`src/rtl/host_wireout_bridge.sv`:
```
// host_wireout_bridge
// Buffers a valid/ready DUT output stream in a small circular FIFO.
// Presents the head word to a host poll loop through FrontPanel wire-outs.
// The host consumes the head by flipping one wire-in toggle bit (host_ack_tog).
// Each flip pops at most one word, so the host sees every word exactly once.
//
// Optional feature macro: HOST_BRIDGE_ERR_EN
//   defined   -> adds the sticky host_err output, set by an ack while empty.
//   undefined -> no host_err port or register; such acks are silently ignored.
module host_wireout_bridge #(
  parameter int WIDTH = 16,
  parameter int DEPTH = 8
) (
  input  logic                     clock,
  input  logic                     reset,
  input  logic                     enq_valid,
  output logic                     enq_ready,
  input  logic [WIDTH-1:0]         enq_bits,
  input  logic                     host_ack_tog,
  output logic                     host_valid,
  output logic [WIDTH-1:0]         host_bits,
  output logic                     host_seq,
  output logic [$clog2(DEPTH):0]   host_count
`ifdef HOST_BRIDGE_ERR_EN
  ,
  output logic                     host_err
`endif
);

  localparam int AW = $clog2(DEPTH);
  localparam int CW = AW + 1;
  localparam logic [CW-1:0] FULL_CNT  = CW'(DEPTH);
  localparam logic [CW-1:0] EMPTY_CNT = {CW{1'b0}};
  localparam logic [CW-1:0] ONE_CNT   = CW'(1'b1);
  localparam logic [AW-1:0] ONE_PTR   = AW'(1'b1);

  // Storage and state registers
  logic [WIDTH-1:0] mem_q [DEPTH];
  logic [AW-1:0]    rd_ptr_q, rd_ptr_d;
  logic [AW-1:0]    wr_ptr_q, wr_ptr_d;
  logic [CW-1:0]    count_q,  count_d;
  // The wire-in bit is first captured in ack_sync_q; ack_q holds the
  // previous capture.  A flip seen at edge M therefore becomes an edge in the
  // cycle ending at edge M+1, which is when the pop takes effect.
  logic             ack_sync_q, ack_sync_d;
  logic             ack_q,      ack_d;
  logic             seq_q,      seq_d;
`ifdef HOST_BRIDGE_ERR_EN
  logic             err_q,      err_d;
`endif

  // Decoded control
  logic push_s;
  logic pop_s;
  logic ack_edge_s;
  logic spurious_s;
  logic valid_s;
  logic ready_s;

  // Status derived from registered occupancy only (no same-cycle bypass)
  always_comb begin
    valid_s = (count_q != EMPTY_CNT);
    ready_s = (count_q != FULL_CNT);
  end

  // Handshake decode: accepted write, detected ack edge, pop, spurious ack
  always_comb begin
    push_s     = enq_valid & ready_s;
    ack_edge_s = ack_sync_q ^ ack_q;
    pop_s      = ack_edge_s & valid_s;
    spurious_s = ack_edge_s & ~valid_s;
  end

  // Next-state for pointers and occupancy
  always_comb begin
    rd_ptr_d = rd_ptr_q;
    wr_ptr_d = wr_ptr_q;
    count_d  = count_q;
    if (push_s) begin
      wr_ptr_d = wr_ptr_q + ONE_PTR;
    end else begin
      wr_ptr_d = wr_ptr_q;
    end
    if (pop_s) begin
      rd_ptr_d = rd_ptr_q + ONE_PTR;
    end else begin
      rd_ptr_d = rd_ptr_q;
    end
    case ({push_s, pop_s})
      2'b10:   count_d = count_q + ONE_CNT;
      2'b01:   count_d = count_q - ONE_CNT;
      default: count_d = count_q;
    endcase
  end

  // Next-state for ack capture, sequence parity and error flag
  always_comb begin
    ack_sync_d = host_ack_tog;
    ack_d      = ack_sync_q;
    if (pop_s) begin
      seq_d = ~seq_q;
    end else begin
      seq_d = seq_q;
    end
  end

`ifdef HOST_BRIDGE_ERR_EN
  // Sticky error: set by any ack while nothing is presented
  always_comb begin
    if (spurious_s) begin
      err_d = 1'b1;
    end else begin
      err_d = err_q;
    end
  end
`endif

  // State registers; reset discards buffered words and aligns the ack
  // history with the current wire value so a stale toggle makes no edge
  always_ff @(posedge clock) begin
    if (reset) begin
      rd_ptr_q   <= {AW{1'b0}};
      wr_ptr_q   <= {AW{1'b0}};
      count_q    <= EMPTY_CNT;
      ack_sync_q <= host_ack_tog;
      ack_q      <= host_ack_tog;
      seq_q      <= host_ack_tog;
    end else begin
      rd_ptr_q   <= rd_ptr_d;
      wr_ptr_q   <= wr_ptr_d;
      count_q    <= count_d;
      ack_sync_q <= ack_sync_d;
      ack_q      <= ack_d;
      seq_q      <= seq_d;
    end
  end

`ifdef HOST_BRIDGE_ERR_EN
  // Error flag register, cleared only by reset
  always_ff @(posedge clock) begin
    if (reset) begin
      err_q <= 1'b0;
    end else begin
      err_q <= err_d;
    end
  end
`endif

  // FIFO storage write; contents are intentionally not reset
  always_ff @(posedge clock) begin
    if (push_s && !reset) begin
      mem_q[wr_ptr_q] <= enq_bits;
    end
  end

  // Output drive, all from registered state; empty head reads as zero
  always_comb begin
    enq_ready  = ready_s;
    host_valid = valid_s;
    host_seq   = seq_q;
    host_count = count_q;
    if (valid_s) begin
      host_bits = mem_q[rd_ptr_q];
    end else begin
      host_bits = {WIDTH{1'b0}};
    end
`ifdef HOST_BRIDGE_ERR_EN
    host_err = err_q;
`endif
  end

endmodule

```
`config.mk`:
```
export PLATFORM = sky130hd
export DESIGN_NAME = host_wireout_bridge
export DESIGN_NICKNAME = d
export VERILOG_FILES = /design/src/rtl/host_wireout_bridge.sv
export SDC_FILE = /design/constraint.sdc
export NUM_CORES = 1
export LEC_CHECK = 0
export ABC_CLOCK_PERIOD_IN_PS = 2600
export BUFFER_PORTS_ARGS = -buffer_cell sky130_fd_sc_hd__buf_2
export CAP_MARGIN = 20
export CORE_MARGIN = 2
export CORE_UTILIZATION = 50
export CTS_CLUSTER_SIZE = 20
export DETAILED_ROUTE_END_ITERATION = 8
export GPL_TIMING_DRIVEN = 0
export PLACE_DENSITY = 0.67
export SLEW_MARGIN = 30
export SYNTH_ARGS = -nofsm -noshare
export SYNTH_HDL_FRONTEND = slang
export SYNTH_SLANG_ARGS = --single-unit
```
`constraint.sdc`:
```
create_clock -name clock -period 2.6 [get_ports clock]
set_input_delay 0.26 -clock clock [delete_from_list [all_inputs] [get_ports clock]]
set_output_delay 0.26 -clock clock [all_outputs]
set_load 0.02 [all_outputs]
```
---- After elaboration in Yosys (flattened, before gate mapping) ----
Memories as Yosys holds them, arrays and structs flattened. A register that Yosys moved wholly into a read port is not among the register bits.
Index checks and enable logic that the tools add are counted.
word-level totals
  register bits after elaboration ......... 13
  memories kept ........................... 1
  memory bits (writable) .................. 128
  memory bits (read-only) ................. 0
  latch bits .............................. 0
operators by class
  bitwise operators ....................... 4
  $lt $le $gt $ge ......................... 0
  divide/modulo/power cells ............... 0
  add/sub/neg operators ................... 4
  reductions and logical operators ........ 5
  muxes and demuxes ....................... 9
  shift operators ......................... 0
  equal/unequal tests ..................... 3
  multipliers ............................. 0
memories
  memory  depth  width  rd ports  clocked after memory_dff  write ports  line  text
  mem_q   8      16     1         1                         1            38    logic [WIDTH-1:0] mem_q [DEPTH];
operators with widths
  operator             number
  $mux 16              1
  $pmux 4 s2           1
  $add 3x1->3 const B  2
  $mux 3               2
  $mux 1               5
  $add 4x1->4 const B  1
  $ne 4x4->1 const B   1
  $reduce_bool 2->1    2
  $reduce_bool 4->1    1
  $sub 4x1->4 const B  1
  $and 1x1->1          2
  $eq 2x1->1 const B   1
  $eq 2x2->1 const B   1
  $logic_and 1x1->1    1
  $logic_not 1->1      1
  $not 1->1            1
  $xor 1x1->1          1

---- Longest topological paths before layout ----
  word-level depth ........................ 5
  gate-level depth with buffers ........... 11
  depth with buffers taken out ............ 9

---- Least setup slack after synthesis ----
Ideal clock, no wire load.
  path kind ............................... register to register
  start ................................... register count_q[0] (netlist: host_count[0])
  end ..................................... memory mem_q[0][0] (enable)
  clock period less this slack ............ 2.756 ns
  path buffers ............................ 1
  data required time ...................... 2.191 ns
  library setup time ...................... 0.409 ns
  cell stages (with the launch flop) ...... 6
  arrival ................................. 2.347 ns
  path slack .............................. -0.156 ns
  path through ............................ dfxtp_1 > or4b_1 > buf_6 > nand2_8 > or2_4 > nor3_1
on the way
  longest elaborated chain between the ends .. 5
RTL lines
  item                          line  text
  start, declared               41    logic [CW-1:0] count_q, count_d;
  start signal, assigned        131   count_q <= count_d;
  $ne 4x4->1                    63    ready_s = (count_q != FULL_CNT);
  via enq_ready                 17    output logic enq_ready,
  $and 1x1->1                   68    push_s = enq_valid & ready_s;
  $logic_and 1x1->1             151   if (push_s && !reset) begin
  $mux 1                        151
  $mux 1 (implied by the code)  152   mem_q[wr_ptr_q] <= enq_bits;
  end, declared                 38
The timed path passes the listed nets, and every way through them passes these cells.

---- Worst setup path after layout ----
  start ................................... register count_q[1] (netlist: host_count[1])
  end ..................................... register count_q[3] (netlist: host_count[3])
on the way
  longest elaborated chain between the ends .. 4
  elaborated cells between the ends (all ways) .. 10
RTL lines
  item                                             line    text
  $ne 4x4->1 or $reduce_bool 4->1 (tied branches)  63, 62
  $and 1x1->1 (on tied branches)                   68, 70
  $eq 2x1->1 or $eq 2x2->1 (tied branches)         89      case ({push_s, pop_s})
  $pmux 4 s2 or $reduce_bool 2->1 (tied branches)  -
Parallel ways exist; a longest one is shown, timed or not.
A chain may end at the register's enable or synchronous reset.

==> metrics.md <==
| Metric | Value |
|---|---|
| Fin crit period | 2.56 ns |
| Distinct cell type count after synthesis | 36 |
| DRC viols | 0 |
| Pin count of the biggest net entering global routing | 17 |
| WHS | 0.118 ns |
| Final core occ | 62.3% |
| Dpl cell area | 0.00617 mm2 |
| Clock-pin slew on the worst setup and hold paths | 0.06 ns |
| Routed len/inst | 21.5 um |
| Switching pwr | 2.15 mW |
| Horiz. Die Dim | 110 um |
| Cell row count | 38 |
| Max Freq | 0.390 GHz |
| Synthesized cell area | 0.00566 mm2 |
| Max_cap viols | 0 |
| Slew Limit Headroom | 53.5% |
| Core ar. | 0.0109 mm2 |
| Asr flop ratio synth | 0% |
| I/O Pins | 43 |
| Final setup violation count | 0 |
| RSZ-0062 raised after global routing | true |
| Crit Path Class | reg -> reg |
| Starting Density | 51.8% |
| Final Wtd Congestion | 0.690 |
| Port Buffer Count | 41 |
| Req. time, crit path | 2.90 ns |
| Vias in the first global route | 2928 |
| Least-Margin Pin Slew | 0.694 ns |
| Htree depth | 4 |
| Int Pwr | 5.07 mW |
| Final Skew | 0.00592 ns |
| Die H | 110 um |
| Pleak | 2.28 nW |
| Most frequent cells in the layout | 129 x edfxtp_1, 44 x buf_2, 32 x mux4_2 |
| Switch share | 29.8% |
| Primary FF master, synth | edfxtp_1 |
| Power, Total | 7.23 mW |
| Status | completed |
| Initial antenna violation count | 0 |
| Num CTS Buffers | 17 |
| Final Instance Area | 0.00681 mm2 |
| VDD IR max | 0.000529 V |
| PwrDens | 1060 mW/mm2 |
| CTS tree | built |
| Crit. End Element | register |
| Total track usage | 19.0% |
| Post-synth EDFFs | 129 |
| Antenna viol nets, final | 0 |
| Startpoint types | register |
| Share of layout cells above drive strength 1 | 38.0% |
| Nets@finish | 380 |
| Finished Layout Cells | 508 |
| Total gr overflow | 0 |
| Synth Instances | 288 |
| Clock Sinks | 144 |
| Final WL | 10.9 mm |
| Detailed-route via count | 2855 |
| Net Count, Synth | 313 |
| Syn Area/Cell | 19.7 um2 |
| Commonest non-fill, non-tap cell in the layout | edfxtp_1 |
| Worst-path fanout max | 7 |
| Clk pwr share | 34.1% |
| Area delta synth->final | 20.3% |
| Crit path DAT | 2.86 ns |
| First-pass GRT wire length | 17.1 mm |
| Clk buf depth | 2 |
| Full die area | 0.0122 mm2 |
| Sequential fraction of the synthesis area | 73.7% |
| N_diodes | 0 |
| Vias/cell | 5.62 |
| Dpl cells | 475 |
| Setup WS post-layout | 0.0377 ns |
| First DRT Iteration DRCs | 206 |
| FF+latch count, synth | 144 |
| Ys Warns | 0 |
| DPL Wire Length | 6.77 mm |
| Clock Latency Late Sink | 0.41 ns |
| Hold Crit Class | in -> reg |
| Fin. Hold Viols | 0 |
| Sequential fraction of design power | 37.9% |
| Period utilization | 98.5% |
| Comb pwr share | 27.9% |
| Max Slew Vio Count | 0 |
| TritonRoute pass-1 iters | 4 |
| Pre-CTS setup slack | -0.342 ns |
| Clock root buffer | clkbuf_16 |
| TNS Setup | 0 ns |
power groups by stage:
| stage | logic [mW] | clock network (mW) | registers (mW) |
|---|---|---|---|
| 2_1_floorplan | 1.36 | 0 | 2.80 |
| 3_3_place_gp | 1.92 | 0 | 2.77 |
| 3_5_place_dp | 1.98 | 0 | 2.78 |
| 4_1_cts | 2.03 | 2.49 | 2.74 |
| 5_1_grt | 2.20 | 2.61 | 2.75 |
| 6_report | 2.02 | 2.47 | 2.74 |
cells in the mapped netlist (all sizes together) (2+ instances only):
| library cell | count | area (um2) |
|---|---|---|
| xnor2 | 3 | 26.3 |
| inv | 2 | 7.51 |
| nor3 | 5 | 25.0 |
| nand2 | 6 | 41.3 |
| o21ai | 3 | 15.0 |
| ha | 5 | 62.6 |
| edfxtp | 129 | 3870 |
| xor2 | 3 | 26.3 |
| mux2i | 19 | 190 |
| or2 | 3 | 21.3 |
| nor2 | 29 | 111 |
| a21oi | 4 | 27.5 |
| clkbuf | 3 | 11.3 |
| mux4 | 32 | 721 |
| nand3 | 3 | 15.0 |
| dfxtp | 15 | 300 |
| buf | 12 | 75.1 |
| mux2 | 2 | 22.5 |
path summary, 6_finish.rpt:
check | from | to | slack (ns) | cells after the start
worst max register to register | host_count[1]$_SDFFE_PP0P_ | host_count[3]$_SDFFE_PP0P_ | 0.04 | 8
worst min-delay path | enq_bits[3] | mem_q[0][3]$_DFFE_PP_ | 0.12 | 1
worst min register to register | ack_d$_DFF_P_ | ack_q$_DFF_P_ | 0.50 | 2
worst max-delay path | host_count[1]$_SDFFE_PP0P_ | host_count[3]$_SDFFE_PP0P_ | 0.04 | 8
layout make-up:
type	instances	area [um2]
well taps	140	175
repair buffers	49	283
clock buffers	17	425
plain buffers	14	86.3
flip-flops and latches	144	4170
multi-input cells	127	1490
fillers	795	4120
inverters	2	7.51
clock inverters	15	174
worst max-delay path: stages (launching register included):
cell     delay, ns
dfxtp_1       0.32
buf_6         0.14
or4b_1        0.56
buf_6         0.17
nand2_8       0.08
ha_2          0.21
mux2_2        0.35
o41ai_2       0.25
mux2_2        0.37
flip-flops by register name, indices dropped and copies added, names as in the netlist, named ones only:
register and count:
mem_q 128, ack_d 1, host_seq 1, rd_ptr_q 3, ack_q 1, wr_ptr_q 3
host_count 4
per-layer routing:
layer / GRT usage (%) / share of wire, %
met5: 0 / 0
met4: 6.75 / 0.82
met3: 5.05 / 4.9
met2: 30.1 / 50
met1: 25.7 / 44
cell families after synthesis:
| logic type | share of synthesized area [%] |
|---|---|
| fa+ha+maj | 1.10 |
| xor+xnor | 0.928 |
| compound gates | 1.06 |
| simple gates | 5.08 |
| flops | 73.7 |
| buf+inv | 1.66 |
| mux | 16.5 |
timing repair:
item,4_1_cts,5_1_grt
hold buffers,1,0
pin swaps,1,1
setup buffers,1,0
endpoints found under the setup margin,3,9
hold endpoints to repair,1,0
resized for setup,2,6
No activity file was read; power rests on OpenSTA's default activity.
